<file path="src/rtl/freq_sweep_scheduler.sv">
// Steps a DDS tuning word from start to stop with a per-point dwell and a valid/ack handoff.
// Optional build macro SWEEP_TRIANGLE_EN: continuous sweeps reverse at the end point instead of restarting.
module freq_sweep_scheduler #(
    parameter int FREQ_W  = 23,
    parameter int DWELL_W = 16
) (
    input  logic               clk,
    input  logic               reset_n,
    input  logic               start,
    input  logic               abort,
    input  logic               cont,
    input  logic [FREQ_W-1:0]  f_start,
    input  logic [FREQ_W-1:0]  f_stop,
    input  logic [FREQ_W-1:0]  f_step,
    input  logic [DWELL_W-1:0] dwell,
    input  logic               freq_ack,
    output logic [FREQ_W-1:0]  freq_out,
    output logic               freq_valid,
    output logic               busy,
    output logic               done
);

    typedef enum logic [1:0] {
        IDLE  = 2'd0,
        ISSUE = 2'd1,
        DWELL = 2'd2,
        STEP  = 2'd3
    } state_t;

    localparam logic [FREQ_W-1:0]  ZERO_F = {FREQ_W{1'b0}};
    localparam logic [FREQ_W-1:0]  ONE_F  = {{(FREQ_W-1){1'b0}}, 1'b1};
    localparam logic [DWELL_W-1:0] ZERO_D = {DWELL_W{1'b0}};
    localparam logic [DWELL_W-1:0] ONE_D  = {{(DWELL_W-1){1'b0}}, 1'b1};

    state_t             state_r;
    logic [FREQ_W-1:0]  freq_r;
    logic [FREQ_W-1:0]  start_r;
    logic [FREQ_W-1:0]  stop_r;
    logic [FREQ_W-1:0]  step_r;
    logic [DWELL_W-1:0] dwell_r;
    logic [DWELL_W-1:0] cnt_r;
    logic               cont_r;
    logic               up_r;
    logic               valid_r;
    logic               busy_r;
    logic               done_r;
    logic [FREQ_W-1:0]  next_s;

    // One step toward lim, widened by a bit so wrap-around is caught and clamped to lim.
    function automatic logic [FREQ_W-1:0] next_word(
        input logic [FREQ_W-1:0] cur,
        input logic [FREQ_W-1:0] step,
        input logic [FREQ_W-1:0] lim,
        input logic              up
    );
        logic [FREQ_W:0]   wide;
        logic [FREQ_W-1:0] res;
        if (up) begin
            wide = {1'b0, cur} + {1'b0, step};
            if (wide[FREQ_W] || (wide[FREQ_W-1:0] > lim)) begin
                res = lim;
            end else begin
                res = wide[FREQ_W-1:0];
            end
        end else begin
            wide = {1'b0, cur} - {1'b0, step};
            if (wide[FREQ_W] || (wide[FREQ_W-1:0] < lim)) begin
                res = lim;
            end else begin
                res = wide[FREQ_W-1:0];
            end
        end
        return res;
    endfunction

    assign next_s = next_word(freq_r, step_r, stop_r, up_r);

`ifdef SWEEP_TRIANGLE_EN
    logic [FREQ_W-1:0] turn_s;
    // First word of the return leg: leave the end point heading back to the old start.
    assign turn_s = next_word(stop_r, step_r, start_r, ~up_r);
`endif

    // Sweep sequencer: state, shadow copies of the programming and all outputs.
    always_ff @(posedge clk or negedge reset_n) begin
        if (!reset_n) begin
            state_r <= IDLE;
            freq_r  <= ZERO_F;
            start_r <= ZERO_F;
            stop_r  <= ZERO_F;
            step_r  <= ONE_F;
            dwell_r <= ONE_D;
            cnt_r   <= ZERO_D;
            cont_r  <= 1'b0;
            up_r    <= 1'b1;
            valid_r <= 1'b0;
            busy_r  <= 1'b0;
            done_r  <= 1'b0;
        end else begin
            done_r <= 1'b0;
            if (abort) begin
                state_r <= IDLE;
                valid_r <= 1'b0;
                busy_r  <= 1'b0;
            end else begin
                case (state_r)
                    IDLE: begin
                        if (start) begin
                            start_r <= f_start;
                            stop_r  <= f_stop;
                            step_r  <= (f_step == ZERO_F) ? ONE_F : f_step;
                            dwell_r <= (dwell == ZERO_D) ? ONE_D : dwell;
                            cont_r  <= cont;
                            up_r    <= (f_stop >= f_start);
                            freq_r  <= f_start;
                            valid_r <= 1'b1;
                            busy_r  <= 1'b1;
                            state_r <= ISSUE;
                        end else begin
                            state_r <= IDLE;
                        end
                    end
                    ISSUE: begin
                        if (freq_ack) begin
                            valid_r <= 1'b0;
                            cnt_r   <= dwell_r;
                            state_r <= DWELL;
                        end else begin
                            state_r <= ISSUE;
                        end
                    end
                    DWELL: begin
                        if (cnt_r <= ONE_D) begin
                            state_r <= STEP;
                        end else begin
                            cnt_r <= cnt_r - ONE_D;
                        end
                    end
                    STEP: begin
                        if (freq_r == stop_r) begin
                            if (cont_r) begin
`ifdef SWEEP_TRIANGLE_EN
                                start_r <= stop_r;
                                stop_r  <= start_r;
                                up_r    <= ~up_r;
                                freq_r  <= turn_s;
`else
                                freq_r  <= start_r;
`endif
                                valid_r <= 1'b1;
                                state_r <= ISSUE;
                            end else begin
                                done_r  <= 1'b1;
                                busy_r  <= 1'b0;
                                state_r <= IDLE;
                            end
                        end else begin
                            freq_r  <= next_s;
                            valid_r <= 1'b1;
                            state_r <= ISSUE;
                        end
                    end
                    default: begin
                        state_r <= IDLE;
                        valid_r <= 1'b0;
                        busy_r  <= 1'b0;
                    end
                endcase
            end
        end
    end

    assign freq_out   = freq_r;
    assign freq_valid = valid_r;
    assign busy       = busy_r;
    assign done       = done_r;

endmodule

</file>
<file path="config.mk">
export PLATFORM = sky130hd
export DESIGN_NAME = freq_sweep_scheduler
export DESIGN_NICKNAME = d
export VERILOG_FILES = /design/src/rtl/freq_sweep_scheduler.sv
export SDC_FILE = /design/constraint.sdc
export NUM_CORES = 1
export LEC_CHECK = 0
export BUFFER_PORTS_ARGS = -buffer_cell sky130_fd_sc_hd__buf_2
export CAP_MARGIN = 20
export CORE_MARGIN = 5
export CORE_UTILIZATION = 55
export CTS_CLUSTER_SIZE = 10
export DETAILED_ROUTE_END_ITERATION = 10
export HOLD_SLACK_MARGIN = 0.02
export PLACE_DENSITY = 0.75
export SYNTH_ARGS = -nofsm -noshare
export SYNTH_HDL_FRONTEND = slang
export SYNTH_SLANG_ARGS = --single-unit
</file>
<file path="constraint.sdc">
create_clock -name clk -period 10.1 [get_ports clk]
set_input_delay 0.505 -clock clk [delete_from_list [all_inputs] [get_ports clk]]
set_output_delay 0.505 -clock clk [all_outputs]
set_load 0.02 [all_outputs]
</file>
==> flow_metrics.py <==
metrics = {
    "synth": {
        "syn_avg_cell_area_um2": 8.90,
        "synth-seq-area-share": 0.304,
        "synth_edf_count": 0,
        "synth_nets": 1425,
        "synth_seq_cells": 131,
        "ys_top_cells_by_area": "dfrtp_1 30%, ha_1 14%, mux2_2 6.6%",
        "synth.top_cell.area_share": 0.297,
        "async_reset_ff_frac": 1.00,
        "synth_top_cell_by_area": "dfrtp_1",
        "synth_area_um2": 10800,
        "post_synth_num_cell_types": 88,
        "synth_flop_cell": "dfrtp_1",
        "yosys_warnings": 0,
        "syn_inst": 1212,
    },
    "grt": {
        "track_usage": 0.269,
        "grt_pass1_wl_mm": 47.7,
        "grt_max_degree": 98,
        "grt_pass1_vias": 9086,
        "antenna_found_initial": 1,
        "gr-total-overflow": 0,
    },
    "die": {
        "fp.dieArea_um2": 22500,
        "die_w_um": 150,
        "start_util": 0.556,
        "rows": 51,
        "pin_count": 117,
        "die_y_um": 150,
        "core-area_um2": 19400,
    },
    "cells_and_area": {
        "area_delta_synth_final_pct": 10.9,
        "fin_nets": 1510,
        "regArea_um2": 3280,
        "fillers": 1687,
        "drive_above_1_share": 0.202,
        "final-instance-count-excl-fill": 1575,
        "fin_area_um2": 12000,
        "multi_input_area_um2": 6780,
        "antenna_cells": 0,
    },
    "placement": {
        "dp_cells": 1543,
        "dpl_cell_area_um2": 11400,
        "dpl_worst_slack_ps": 4860,
        "port-buffer-count": 116,
        "dp_hpwl_mm": 23.2,
        "gp_congestion": 1.01,
    },
    "route": {
        "viasPerCell": 6.04,
        "wl_per_cell_um": 19.2,
        "drtIter0Drc": 793,
        "ant_nets": 0,
        "drc": 0,
        "drt_first_pass_iters": 5,
        "vias": 9510,
        "wl_mm": 30.3,
    },
    "setup_path": {
        "path_class": "flop to flop",
        "crit_path_top_delay_cell": "nand4_1",
        "path_delay_family": "compound AO/OA/AOI/OAI gates",
        "cp.arrival_ps": 5670,
        "cp_num_buf_inv": 0,
        "critical_path.cell_chain": "ha_1, nor2b_2, o221ai_1, a221oi_1, o31ai_2, a2111oi_2, nor2_1, o31ai_2, xnor2_1, ha_1, a21o_1, a21o_1, a21oi_1, nand3_1, nand2_1, nand4_1, and2_4, a22o_1, a311oi_1, o31ai_1",
        "critPathLaunchType": "flop",
        "worst_path_largest_cell_delay_ps": 500,
        "crit_path_end_kind": "flop",
        "critPathMaxFanout": 12,
        "required_ps": 10400,
    },
    "sta": {
        "drv_slew": 0,
        "max_freq_mhz": 187,
        "clock_skew_ps": 12.8,
        "setup_viol": 0,
        "hold_viol_final": 0,
        "finalCritPeriodShare": 0.531,
        "grt_setup_unrepaired": "false",
        "worst_pin_slew_ps": 1030,
        "setup_slack_ps": 4740,
        "timing.setup.tns_ps": 0,
        "relSlewSlack": 0.314,
        "fin_crit_ps": 5360,
    },
    "outcome": {
        "status": "complete, no violations",
    },
    "pwr": {
        "p_per_area_nw_per_um2": 298,
        "power_leakage_nw": 5.48,
        "max-vdd-ir-drop_mv": 0.147,
        "finalPower_mw": 3.56,
    },
    "cts": {
        "cts_hold_buffers": 0,
        "numClockSinks": 131,
        "clkLatencyLatePin_ps": 430,
        "cts_tree": "yes",
        "clockBufferDepth": 2,
        "h-tree-depth": 4,
        "cts-buffers-inserted": 17,
        "root_buffer": "clkbuf_16",
        "cts_setup_buffers": 0,
        "cts_resized": 0,
        "clkTransAtPathRegs_ps": 70,
    },
    "worst_hold_path": {
        "hold_path_class": "input pin to async pin",
    },
    "run": {
        "max-cap-violations": 0,
    },
}
-- layout make-up --
type	count	share of cell area
clock buffers	18	0.0359
flip-flops and latches	131	0.274
inverters	98	0.0307
multi-input cells	926	0.567
well taps	265	0.0277
clock inverters	14	0.0114
repair buffers	123	0.0534
-- state kept, by name (all words and copies together), names as in the netlist --
| signal | count |
|---|---|
| busy | 1 |
| cnt_r | 16 |
| state_r | 2 |
| freq_valid | 1 |
| dwell_r | 16 |
| up_r | 1 |
| step_r | 23 |
| cont_r | 1 |
| stop_r | 23 |
| start_r | 23 |
| done | 1 |
| freq_out | 23 |
-- cell usage in the layout, fill, tap and decap left out, types with 8 or more instances in the layout --
cell / Yosys / routed
o31ai_1: 8 / 8
ha_1: 120 / 120
buf_2: 5 / 115
o211ai_1: 9 / 9
o21ai_0: 68 / 68
nand2b_1: 12 / 12
nor2b_1: 9 / 9
clkbuf_16: 0 / 17
o21ai_1: 10 / 10
nor3_1: 17 / 16
xor2_1: 20 / 20
xnor2_1: 42 / 42
nand2_1: 85 / 85
nand3_1: 26 / 26
nor2_1: 96 / 96
a21o_1: 15 / 15
o21bai_1: 8 / 8
a311oi_1: 11 / 11
o22ai_1: 26 / 26
a221oi_1: 10 / 10
a31oi_1: 15 / 15
inv_1: 92 / 92
dfrtp_1: 128 / 128
nand4_1: 12 / 12
nor4_1: 18 / 18
mux2_2: 63 / 63
a21oi_1: 106 / 106
-- kinds of logic after synthesis --
group / after synthesis / share of synthesized area
xor+xnor: 63 / 0.0518
simple gates: 319 / 0.144
flops: 131 / 0.304
fa+ha+maj: 122 / 0.143
buf+inv: 155 / 0.0685
mux: 68 / 0.0704
compound gates: 354 / 0.218
-- worst reg2reg max path: cells and delay by family (launching register included) --
family	cells	cell delay (ps)
AO/OA/AOI/OAI	11	2380
AND/OR/NAND/NOR	6	1420
adder cells (fa/ha/maj)	2	780
flip-flops	1	470
XOR/XNOR	1	190
-- cells in the mapped netlist (8+ instances only) --
library cell    n
a21o_1         15
o21ai_0        68
nand2_1        85
nor4_1         18
nor3_1         17
nor2b_1         9
buf_6          14
a21oi_1       106
o21ai_1        10
clkbuf_1       21
a31oi_1        15
o31ai_1         8
inv_1          92
nand3_1        26
xnor2_1        42
a221oi_1       10
nor2_1         96
dfrtp_1       128
o22ai_1        26
nand4_1        12
nand2b_1       12
o211ai_1        9
o21bai_1        8
ha_1          120
buf_1           8
xor2_1         20
a311oi_1       11
mux2_2         63
-- per-stage QoR --
| step | utilization | hold slack [ps] |
|---|---|---|
| global route | 0.617 | 146 |
| detailed placement | 0.588 | 463 |
| finish | 0.617 | 95.1 |
| floorplan | - | 209 |
| global placement | 0.588 | 456 |
| CTS | 0.617 | 115 |
-- worst paths after layout --
path,start,to,slack (ps),cells after the start
setup / recovery,freq_out[7],freq_out[21],4740,20
hold / removal,reset_n,step_r[17],100,1
setup reg to reg,freq_out[7],freq_out[21],4740,20
hold reg to reg,start_r[17],start_r[17],480,2
max in group asynchronous,reset_n,stop_r[11],8710,2
min in group clk,cont,cont_r,300,2
-- where the power goes --
part,internal (mW),total (mW),switching (mW)
registers,0.665,0.849,0.184
logic,0.832,2.11,1.28
clock network,0.326,0.606,0.279
total,1.82,3.56,1.74
-- routing by layer --
layer / part of all wire / GRT usage / up-vias
li1: - / - / 4548
met3: 0.081 / 0.0400 / 57
met1: 0.45 / 0.389 / 4479
met5: 0.00023 / 0 / -
met4: 0.028 / 0.0933 / 2
met2: 0.44 / 0.412 / 424
(Power assumes the default switching activity.)
